## src/rtl/rr_merge.sv

```systemverilog
// rr_merge: round-robin merge of K valid-ready producer streams into one
// valid-ready stream. Each output item is tagged with its source index.
// The output is fully registered through a two-entry (main + skid) buffer,
// so input readies never depend combinationally on o_rdy.
//
// Ports:
//   clk, rst     - clock, synchronous active-high reset (overrides clk_en)
//   clk_en       - clock enable; when low all state holds, no handshakes
//   i_v[K]       - per-input valid
//   i_rdy[K]     - per-input ready (one-hot or zero)
//   i[K][W]      - per-input payload
//   o_v, o_rdy   - output handshake
//   o[W], o_id   - output payload and its source index
module rr_merge #(
  parameter  int W  = 1,
  parameter  int K  = 2,
  localparam int IW = $clog2(K)
) (
  input  logic                clk,
  input  logic                rst,
  input  logic                clk_en,
  input  logic [K-1:0]        i_v,
  output logic [K-1:0]        i_rdy,
  input  logic [K-1:0][W-1:0] i,
  output logic                o_v,
  input  logic                o_rdy,
  output logic [W-1:0]        o,
  output logic [IW-1:0]       o_id
);

  generate
    if (W < 1) begin : g_bad_w
      $error("rr_merge: W must be positive");
    end
    if (K < 2) begin : g_bad_k
      $error("rr_merge: K must be at least 2");
    end
  endgenerate

  localparam logic [IW:0]   K_EXT  = (IW+1)'(K);
  localparam logic [IW-1:0] K_LAST = IW'(K - 1);

  logic          main_v, skid_v;
  logic [W-1:0]  main_d, skid_d;
  logic [IW-1:0] main_id, skid_id;
  logic [IW-1:0] ptr, ptr_nxt;

  logic [IW-1:0] g;
  logic          found;
  logic [IW:0]   scan;
  logic          accept;

  // Scan from ptr upward with wrap; first valid requester wins. The index
  // is kept one bit wider so the wrap works for non-power-of-two K.
  always_comb begin
    g     = '0;
    found = 1'b0;
    scan  = '0;
    for (int k = 0; k < K; k++) begin
      scan = {1'b0, ptr} + k[IW:0];
      if (scan >= K_EXT) scan = scan - K_EXT;
      if (!found && i_v[scan[IW-1:0]]) begin
        found = 1'b1;
        g     = scan[IW-1:0];
      end
    end
  end

  // Skid occupied means the buffer is full; accepting never looks at o_rdy.
  assign accept  = clk_en && !skid_v && (|i_v);
  assign ptr_nxt = (g == K_LAST) ? '0 : g + 1'b1;

  always_comb begin
    i_rdy = '0;
    for (int j = 0; j < K; j++)
      i_rdy[j] = accept && (g == IW'(j));
  end

  always_ff @(posedge clk) begin
    if (rst) begin
      main_v  <= 1'b0;
      skid_v  <= 1'b0;
      ptr     <= '0;
      main_d  <= '0;
      main_id <= '0;
      skid_d  <= '0;
      skid_id <= '0;
    end else if (clk_en) begin
      if (accept) begin
        ptr <= ptr_nxt;
        if (!main_v || o_rdy) begin
          main_v  <= 1'b1;
          main_d  <= i[g];
          main_id <= g;
        end else begin
          // main is stalled: park the new item behind it
          skid_v  <= 1'b1;
          skid_d  <= i[g];
          skid_id <= g;
        end
      end else if (main_v && o_rdy) begin
        if (skid_v) begin
          main_d  <= skid_d;
          main_id <= skid_id;
          skid_v  <= 1'b0;
        end else begin
          main_v <= 1'b0;
        end
      end
    end
  end

  assign o_v  = main_v;
  assign o    = main_d;
  assign o_id = main_id;

endmodule

```

## config.mk

```make
export PLATFORM = sky130hd
export DESIGN_NAME = rr_merge
export DESIGN_NICKNAME = d
export VERILOG_FILES = /design/src/rtl/rr_merge.sv
export SDC_FILE = /design/constraint.sdc
export NUM_CORES = 1
export LEC_CHECK = 0
export CAP_MARGIN = 40
export CORE_AREA = 5 5 42 44
export DETAILED_ROUTE_END_ITERATION = 8
export DIE_AREA = 0 0 47 49
export PLACE_DENSITY = 0.59
export SYNTH_ARGS = -nofsm -noshare
export SYNTH_HDL_FRONTEND = slang
export SYNTH_SLANG_ARGS = --single-unit
export TNS_END_PERCENT = 5
```

## constraint.sdc

```tcl
create_clock -name clk -period 1.6 [get_ports clk]
set_input_delay 0.32 -clock clk [delete_from_list [all_inputs] [get_ports clk]]
set_output_delay 0.32 -clock clk [all_outputs]
set_load 0.05 [all_outputs]
```

=== Word level (Yosys, flattened, before mapping) ===
Cells that the tools add are included.

* Output and inout port bits: 5
* Flip-flop bits (word level): 7
* Input port bits: 8
* Logic and storage cells: 66

* Reductions and logical operators: 18
* Order comparisons: 5
* Equality and inequality tests: 3
* Muxes and demuxes: 27
* $add $sub $neg: 4
* Bitwise logic cells: 2

{| class="wikitable"
|+ Operator list
! kind !! number
|-
| two-way mux 1 bit || 27
|-
| AND reduction 4 bit || 2
|-
| logical AND 1 bit || 6
|-
| < comparator 1 x 2 -> 1 bit, second input constant || 3
|-
| AND reduction 3 bit || 2
|-
| != test 2 x 1 -> 1 bit, second input constant || 2
|-
| nonzero test 2 bit || 2
|-
| logical NOT 1 bit || 3
|-
| adder 1 x 1 -> 2 bit, second input constant || 1
|-
| greater-or-equal comparator 1 x 2 -> 1 bit, second input constant || 1
|-
| greater-or-equal comparator 2 bit, second input constant || 1
|-
| != test 2 bit, second input constant || 1
|-
| NOT 1 bit || 2
|-
| AND reduction 2 bit || 1
|-
| OR reduction 2 bit || 1
|-
| subtractor 1 bit, second input constant || 2
|-
| adder 1 bit, second input constant || 1
|-
| logical OR 1 bit || 1
|}

=== Logic depth before layout (Yosys ltp) ===
Gate-level depths: netlist of the first run.

* Depth after elaboration: 12
* Depth in mapped cells: 5
* Gate-level depth less buffers: 4

=== Worst setup path after synthesis of the first run ===
No wires, ideal clock.

* Kind: register -> output
* Start: reg skid_v
* End: out i_rdy[1]
* Slack: -0.114 ns
* Required time: 1.280 ns
* Buffers on the path: 0
* Arrival: 1.394 ns
* Stages on the path, launching flop included: 4
* Cell sequence: dfxtp_1 > and2b_1 > nand2_2 > nor2_1

* Word-level cells in the longest chain between the ends: 4

{| class="wikitable"
|+ RTL lines
! item !! RTL line !! RTL
|-
| start, declared || 43 || <nowiki>logic main_v, skid_v;</nowiki>
|-
| start signal, assigned || 82 || <nowiki>skid_v <= 1'b0;</nowiki>
|-
| start signal, assigned || 97 || <nowiki>skid_v <= 1'b1;</nowiki>
|-
| start signal, assigned || 105 || <nowiki>skid_v <= 1'b0;</nowiki>
|-
| logical NOT 1 bit || 70 || <nowiki>assign accept = clk_en && !skid_v && (|i_v);</nowiki>
|-
| logical AND 1 bit (2 in a row) || 70 ||
|-
| logical AND 1 bit || 76 || <nowiki>i_rdy[j] = accept && (g == IW'(j));</nowiki>
|-
| end, declared || 23 || <nowiki>output logic [K-1:0] i_rdy,</nowiki>
|}

Every way passes these cells.

=== Worst setup path after layout of the first run ===
Same ends and word-level chain as after synthesis.

==> results of run 1 <==
==> final cells by class <==
| class | count | area (um^2) |
|---|---|---|
| fill | 149 | 748 |
| multi-input combinational | 35 | 235 |
| timing repair buffer | 24 | 231 |
| sequential | 7 | 140 |
| clock buffer | 4 | 26.3 |
| tap | 16 | 20.0 |
==> how the worst min path moves through the flow <==
stage                           endpoint  cells past startpoint                 start  slack [ns]
floorplan            skid_v$_SDFFE_PP0P_                      1                clk_en        0.44
global placement    skid_id$_SDFFE_PP0P_                      2  skid_id$_SDFFE_PP0P_        0.46
detailed placement  skid_id$_SDFFE_PP0P_                      2  skid_id$_SDFFE_PP0P_        0.49
CTS                 skid_id$_SDFFE_PP0P_                      2  skid_id$_SDFFE_PP0P_        0.49
global route         skid_d$_SDFFE_PP0P_                      2   skid_d$_SDFFE_PP0P_        0.51
finish               skid_d$_SDFFE_PP0P_                      2   skid_d$_SDFFE_PP0P_        0.50
==> cell usage in the layout (no fill, tap or decap), types with 2 or more instances in the layout <==
master and n:
sky130_fd_sc_hd__clkdlybuf4s50_1 4, sky130_fd_sc_hd__dfxtp_1 7, sky130_fd_sc_hd__nand2b_1 3, sky130_fd_sc_hd__dlygate4sd2_1 3, sky130_fd_sc_hd__clkbuf_4 3, sky130_fd_sc_hd__nand2_2 2, sky130_fd_sc_hd__buf_4 14, sky130_fd_sc_hd__nor3_1 2
sky130_fd_sc_hd__a21oi_1 4, sky130_fd_sc_hd__nand2_1 4, sky130_fd_sc_hd__buf_12 3, sky130_fd_sc_hd__nor2_4 2, sky130_fd_sc_hd__nor2_1 3
==> power by group through the flow <==
stage / Sequential, mW / Combinational (mW) / Clock (mW)
after floorplan: 0.216 / 0.0621 / 0
after global placement: 0.197 / 0.158 / 0
after detailed placement: 0.197 / 0.158 / 0
after CTS: 0.194 / 0.168 / 0.170
after global routing: 0.195 / 0.180 / 0.177
final: 0.194 / 0.168 / 0.167
==> state kept, by name (all words and copies together), names as in the netlist <==
| signal | flops |
|---|---|
| o | 1 |
| o_id | 1 |
| o_v | 1 |
| ptr | 1 |
| skid_d | 1 |
| skid_id | 1 |
| skid_v | 1 |
==> metrics by stage <==
step	std cells	util	total power, mW
floorplan	44	-	0.278
global placement	80	0.428	0.355
detailed placement	80	0.428	0.355
CTS	86	0.466	0.532
global route	86	0.466	0.552
finish	86	0.466	0.528
==> routing by layer <==
metal	track usage	vias up
met1	0.119	180
li1	-	216
met4	0.0691	0
met5	0	-
met3	0.0221	5
met2	0.145	12
==> logic make-up (layout without fill, tap and decap cells) <==
kind of cell | count (synthesis) | in the layout
compound gates | 13 | 13
simple gates | 22 | 22
buf+inv | 2 | 28
flops | 7 | 7
==> timing repair <==
action	4_1_cts	5_1_grt
resized for setup	8	0
buffers inserted	2	0
setup endpoints to repair	2	0
==> critical path, delay by kind of cell (launching register included) <==
kind                   cells  cell delay, ns
buffers and inverters      1            0.14
AND/OR/NAND/NOR            3            0.47
flip-flops                 1            0.32
==> summary.json, run 1 <==
{
  "post_synth_and_or_nand_nor_area_fraction": {"value": 0.329},
  "postSynth.topFlopCell": {"value": "sky130_fd_sc_hd__dfxtp_1"},
  "arrival": {"value": 1.19, "unit": "ns"},
  "detail_route.wl_per_cell": {"value": 11.0, "unit": "um"},
  "worst_slew_pin_slew": {"value": 0.372, "unit": "ns"},
  "postSynth.asyncResetShare": {"value": 0},
  "dpl-instance-area": {"value": 599, "unit": "um^2"},
  "intPower": {"value": 365, "unit": "uW"},
  "setup_slack": {"value": 0.0884, "unit": "ns"},
  "gp_routability_congestion": {"value": 0.801},
  "cts_tree": {"value": "yes"},
  "via_count": {"value": 413},
  "die-area": {"value": 0.00230, "unit": "mm^2"},
  "dr.max_layer_used": {"value": "met4"},
  "htree_num_levels": {"value": 1},
  "antenna_cells": {"value": 0},
  "detail_route.drc_violations": {"value": 0},
  "cts_stage_hold_buffer_count": {"value": 0},
  "setup_violations": {"value": 0},
  "io_buffers": {"value": 12},
  "clock_power_share": {"value": 0.316},
  "report.final.slew_viol_count": {"value": 0},
  "dp_hpwl": {"value": 751, "unit": "um"},
  "design.final.nets": {"value": 79},
  "initial_core_util": {"value": 0.266},
  "worst-setup-path-type": {"value": "flop to output port"},
  "synth-adder-area-share": {"value": 0},
  "timing.final.crit_share": {"value": 0.945},
  "switching_share": {"value": 0.309},
  "layout_min_cycle_time": {"value": 1.51, "unit": "ns"},
  "placeableCoreArea": {"value": 0.00140, "unit": "mm^2"},
  "mappedNetlistNets": {"value": 52},
  "cp-end-kind": {"value": "output port"},
  "synth_area_leaders": {"value": "sky130_fd_sc_hd__dfxtp_1, sky130_fd_sc_hd__a21oi_1, sky130_fd_sc_hd__nand2_1"},
  "critPathLaunch": {"value": "skid_v$_SDFFE_PP0P_"},
  "worst_endpoint_required_time": {"value": 1.28, "unit": "ns"},
  "synthDistinctLibCells": {"value": 24},
  "fp-row-count": {"value": 14},
  "peakVddDrop": {"value": 0.000374, "unit": "V"},
  "synth-compound-area-share": {"value": 0.252},
  "maximum_cell_stage_delay_along_the_critical_path": {"value": 0.32, "unit": "ns"},
  "yosysTopAreaCell": {"value": "sky130_fd_sc_hd__dfxtp_1"},
  "r2r_end": {"value": "skid_d$_SDFFE_PP0P_"},
  "worst_hold_path_type": {"value": "flop to flop"},
  "power-per-cell-area": {"value": 808, "unit": "mW/mm^2"},
  "route.met2.wl": {"value": 434, "unit": "um"},
  "drt_wl_total": {"value": 950, "unit": "um"},
  "design_area": {"value": 653, "unit": "um^2"},
  "synthMostInstantiatedCell": {"value": "sky130_fd_sc_hd__dfxtp_1"},
  "ys_top_cells_by_count": {"value": "sky130_fd_sc_hd__dfxtp_1, sky130_fd_sc_hd__nand2_1, sky130_fd_sc_hd__nor2_1"},
  "critPathSlowestCell": {"value": "sky130_fd_sc_hd__dfxtp_1"},
  "setup.reg_to_reg.worst_slack": {"value": 0.15, "unit": "ns"},
  "grt-ovfl-total": {"value": 0},
  "maxSlewHeadroom": {"value": 0.746},
  "first_pass_grt_wire_length": {"value": 1.63, "unit": "mm"},
  "synthDominantCellAreaShare": {"value": 0.376},
  "cp-endpoint": {"value": "i_rdy[1]"},
  "drive_above_1_share": {"value": 0.386},
  "numCtsBuffers": {"value": 3},
  "largest_family_of_logic_cells_by_synthesized_area": {"value": "simple AND/OR/NAND/NOR gates"},
  "worstPathMaxFanout": {"value": 4},
  "area_growth_from_synthesis_to_final_layout": {"value": 75.2, "unit": "%"},
  "ys_warn_count": {"value": 0},
  "synth-seq-cells": {"value": 7},
  "worst_skew": {"value": 0.00403, "unit": "ns"},
  "cts_sinks": {"value": 7},
  "count_of_flip_flops_with_a_built_in_enable_after_synthesis": {"value": 0},
  "outcome": {"value": "complete, no violations"},
  "critPathLaunchType": {"value": "flop"},
  "post_synthesis_instance_area": {"value": 373, "unit": "um^2"},
  "dr.first_iter.drc_count": {"value": 9},
  "detail-route-antenna-nets": {"value": 0},
  "grt_max_degree": {"value": 8},
  "crit_path_cell_trace": {"value": "and2b_1, nand2_2, nor2_4, buf_12"},
  "io_pins": {"value": 13},
  "fin_hold_ws": {"value": 0.495, "unit": "ns"},
  "net-switching-power": {"value": 163, "unit": "uW"},
  "reg2regPathDepth": {"value": 6},
  "timing.max_cap.violations": {"value": 0},
  "max_clock_freq": {"value": 662, "unit": "MHz"},
  "tns": {"value": 0, "unit": "ns"},
  "wl_met3": {"value": 67, "unit": "um"},
  "power_leakage": {"value": 0.271, "unit": "nW"},
  "clock-root-buffer": {"value": "sky130_fd_sc_hd__clkbuf_4"},
  "avg_inst_size_synth": {"value": 8.47, "unit": "um^2"},
  "unrepaired_setup_endpoints_after_global_routing": {"value": "no"},
  "dieWidth": {"value": 47, "unit": "um"},
  "netlist_instances": {"value": 44},
  "insertion_delay": {"value": 0.26, "unit": "ns"},
  "r2r_start": {"value": "skid_v$_SDFFE_PP0P_"},
  "antenna_found_initial": {"value": 0},
  "combinationalPowerShare": {"value": 0.317},
  "synth-xor-area-share": {"value": 0},
  "yosysSeqAreaShare": {"value": 0.376},
  "synth.mux.area_fraction": {"value": 0},
  "first_global_vias": {"value": 395},
  "detail_route.wirelength.met1": {"value": 417, "unit": "um"},
  "avgViaCountPerCell": {"value": 4.80},
  "share_seq_of_total_power": {"value": 0.367},
  "drt_first_pass_iters": {"value": 4},
  "fp.dieH": {"value": 49, "unit": "um"},
  "globalRouteTotalUtil": {"value": 0.0980},
  "clock_tree.buffer_depth": {"value": 2},
  "finalHoldViolations": {"value": 0},
  "detailedPlace.worstSlack": {"value": -0.176, "unit": "ns"},
  "cts.clk_slew.worst_paths": {"value": 0.06, "unit": "ns"}
}
Power figures use the tool's default switching activity.
==> run 2, diff against run 1 <==
Settings changed: PLACE_DENSITY 0.59 to 0.61.
==> run 2 against run 1 <==
  * First-iteration DRC count decreased by 44%
  * Via count fell by 2.4%
  * Sequential share of layout area is 0.33 points higher
  * Global-route usage down 0.064 points
  * Sequential cell count is the same
  * Utilization is 0.71 points lower
  * Fmax is 1.6% lower
  * Sequential power barely moved
  * Power decreased by 0.42%
  * Final cell count down 2.3%
  * Non-clock buffer count is 2 lower
  * Clock power is essentially flat
==> summary.json, run 2 (synthesized netlist as in run 1, its figures left out) <==
{
  "outcome": {"value": "complete, no violations", "change": "unchanged"},
  "insertion_delay": {"value": 0.26, "unit": "ns", "change": "about the same"},
  "setup_violations": {"value": 0, "change": "unchanged"},
  "power-per-cell-area": {"value": 817, "unit": "mW/mm^2", "change": "was 808 mW/mm^2"},
  "critPathSlowestCell": {"value": "sky130_fd_sc_hd__dfxtp_1", "change": "unchanged"},
  "die-area": {"value": 0.00230, "unit": "mm^2", "change": "unchanged"},
  "fp-row-count": {"value": 14, "change": "unchanged"},
  "detail-route-antenna-nets": {"value": 0, "change": "unchanged"},
  "dp_cells": {"value": 78, "change": "was 80"},
  "maximum_cell_stage_delay_along_the_critical_path": {"value": 0.31, "unit": "ns", "change": "was 0.32 ns"},
  "grt-ovfl-total": {"value": 0, "change": "unchanged"},
  "drt_wl_total": {"value": 975, "unit": "um", "change": "was 950 um"},
  "gp_routability_congestion": {"value": 0.708, "change": "was 0.801"},
  "crit_path_cell_trace": {"value": "nand2b_1, and2_2, nor2_4, buf_12", "change": "was and2b_1, nand2_2, nor2_4, buf_12"},
  "finalHoldViolations": {"value": 0, "change": "unchanged"},
  "most_frequent_cells_in_the_layout": {"value": "sky130_fd_sc_hd__buf_4, sky130_fd_sc_hd__dfxtp_1, sky130_fd_sc_hd__nand2_1", "change": "was sky130_fd_sc_hd__buf_4, sky130_fd_sc_hd__dfxtp_1, sky130_fd_sc_hd__a21oi_1, sky130_fd_sc_hd__nand2_1, sky130_fd_sc_hd__clkdlybuf4s50_1"},
  "worstPathMaxFanout": {"value": 3, "change": "was 4"},
  "dr.first_iter.drc_count": {"value": 5, "change": "was 9"},
  "max_clock_freq": {"value": 651, "unit": "MHz", "change": "was 662 MHz"},
  "grt_max_degree": {"value": 9, "change": "was 8"},
  "dieWidth": {"value": 47, "unit": "um", "change": "unchanged"},
  "critPathLaunchType": {"value": "flop", "change": "unchanged"},
  "dp_hpwl": {"value": 691, "unit": "um", "change": "was 751 um"},
  "drt_first_pass_iters": {"value": 4, "change": "unchanged"},
  "arrival": {"value": 1.22, "unit": "ns", "change": "was 1.19 ns"},
  "unrepaired_setup_endpoints_after_global_routing": {"value": "no", "change": "unchanged"},
  "layout_commonest_cell": {"value": "sky130_fd_sc_hd__buf_4", "change": "unchanged"},
  "numCtsBuffers": {"value": 3, "change": "unchanged"},
  "timing.max_cap.violations": {"value": 0, "change": "unchanged"},
  "fp.dieH": {"value": 49, "unit": "um", "change": "unchanged"},
  "via_count": {"value": 403, "change": "was 413"},
  "cts.clk_slew.worst_paths": {"value": 0.06, "unit": "ns", "change": "about the same"},
  "worst_hold_path_type": {"value": "flop to flop", "change": "unchanged"},
  "timing.final.crit_share": {"value": 0.961, "change": "was 0.945"},
  "report.final.slew_viol_count": {"value": 0, "change": "unchanged"},
  "initial_core_util": {"value": 0.266, "change": "unchanged"},
  "antenna_cells": {"value": 0, "change": "unchanged"},
  "globalRouteTotalUtil": {"value": 0.0973, "change": "was 0.0980"},
  "power_leakage": {"value": 0.264, "unit": "nW", "change": "was 0.271 nW"},
  "htree_num_levels": {"value": 1, "change": "unchanged"},
  "layout_min_cycle_time": {"value": 1.54, "unit": "ns", "change": "was 1.51 ns"},
  "cp-end-kind": {"value": "output port", "change": "unchanged"},
  "fin_hold_ws": {"value": 0.484, "unit": "ns", "change": "was 0.495 ns"},
  "area_growth_from_synthesis_to_final_layout": {"value": 72.5, "unit": "%", "change": "was 75.2%"},
  "worst_endpoint_required_time": {"value": 1.28, "unit": "ns", "change": "about the same"},
  "first_pass_grt_wire_length": {"value": 1.61, "unit": "mm", "change": "was 1.63 mm"},
  "post_layout_nonfiller_instances": {"value": 84, "change": "was 86"},
  "detailedPlace.worstSlack": {"value": -0.169, "unit": "ns", "change": "was -0.176 ns"},
  "clock-root-buffer": {"value": "sky130_fd_sc_hd__clkbuf_4", "change": "unchanged"},
  "maxSlewHeadroom": {"value": 0.751, "change": "was 0.746"},
  "clock_tree.buffer_depth": {"value": 2, "change": "unchanged"},
  "cts_tree": {"value": "yes", "change": "unchanged"},
  "avgViaCountPerCell": {"value": 4.80, "change": "about the same"},
  "post-layout-total-power": {"value": 526, "unit": "uW", "change": "was 528 uW"},
  "antenna_found_initial": {"value": 0, "change": "unchanged"},
  "io_buffers": {"value": 12, "change": "unchanged"},
  "io_pins": {"value": 13, "change": "unchanged"},
  "worst-setup-path-type": {"value": "flop to output port", "change": "unchanged"},
  "detail_route.drc_violations": {"value": 0, "change": "unchanged"},
  "setup_slack": {"value": 0.0632, "unit": "ns", "change": "was 0.0884 ns"},
  "placeableCoreArea": {"value": 0.00140, "unit": "mm^2", "change": "unchanged"},
  "design.final.nets": {"value": 77, "change": "was 79"},
  "worst_skew": {"value": 0.00846, "unit": "ns", "change": "was 0.00403 ns"},
  "worst_slew_pin_slew": {"value": 0.365, "unit": "ns", "change": "was 0.372 ns"},
  "cts_stage_hold_buffer_count": {"value": 0, "change": "unchanged"},
  "detail_route.wl_per_cell": {"value": 11.6, "unit": "um", "change": "was 11.0 um"},
  "peakVddDrop": {"value": 0.000417, "unit": "V", "change": "was 0.000374 V"},
  "first_global_vias": {"value": 368, "change": "was 395"},
  "tns": {"value": 0, "unit": "ns", "change": "unchanged"},
  "cts_sinks": {"value": 7, "change": "unchanged"},
  "drive_above_1_share": {"value": 0.382, "change": "was 0.386"}
}
run 2: changes by cell type in the layout (fill, tap and decap cells not counted), sizes merged:
cell / before / now
buf: 17 / 15
run 2: layout make-up:
type / count / area (um^2)
multi-input combinational: 35 / 240
tap: 16 / 20.0
clock buffer: 4 / 26.3
sequential: 7 / 140
timing repair buffer: 22 / 216
fill: 153 / 758
run 2: final timing paths:
| kind | end | depth (start not counted) | slack, ns | startpoint |
|---|---|---|---|---|
| worst max-delay path | i_rdy[0] | 4 | 0.06 | ptr$_SDFFE_PP0P_ |
| worst min-delay path | skid_id$_SDFFE_PP0P_ | 2 | 0.48 | skid_id$_SDFFE_PP0P_ |
| worst max register to register | o$_SDFFE_PP0P_ | 6 | 0.12 | skid_v$_SDFFE_PP0P_ |
| worst min register to register | skid_id$_SDFFE_PP0P_ | 2 | 0.48 | skid_id$_SDFFE_PP0P_ |
run 2: what timing repair did:
| item | 4_1_cts | 5_1_grt |
|---|---|---|
| endpoints found under the setup margin | 2 | 0 |
| gates resized for setup | 9 | 0 |
| setup buffers | 2 | 0 |
run 2: per-stage QoR:
stage	cell area [um^2]	utilization
final	643	0.459
after CTS	643	0.459
after floorplan	375	-
after detailed placement	584	0.417
after global placement	584	0.417
after global routing	643	0.459
run 2: power by group:
part	internal (mW)	switching (mW)	total [mW]	leakage (nW)
Clock	0.0955	0.0702	0.166	0.0150
Sequential	0.185	0.00886	0.194	0.0574
Combinational	0.0824	0.0833	0.166	0.192
Total	0.363	0.162	0.526	0.264
run 2: layer usage:
layer	GRT usage	wire, um	vias to the layer above
met5	0	0	-
met1	0.115	445	173
met2	0.136	415	16
met4	0.0645	24	0
met3	0.0443	89	4
li1	-	-	210
run 2: critical path, delay by kind of cell (launching register included):
family | cells | cell delay [ns]
flip-flops | 1 | 0.31
AND/OR/NAND/NOR | 3 | 0.50
buffers and inverters | 1 | 0.14
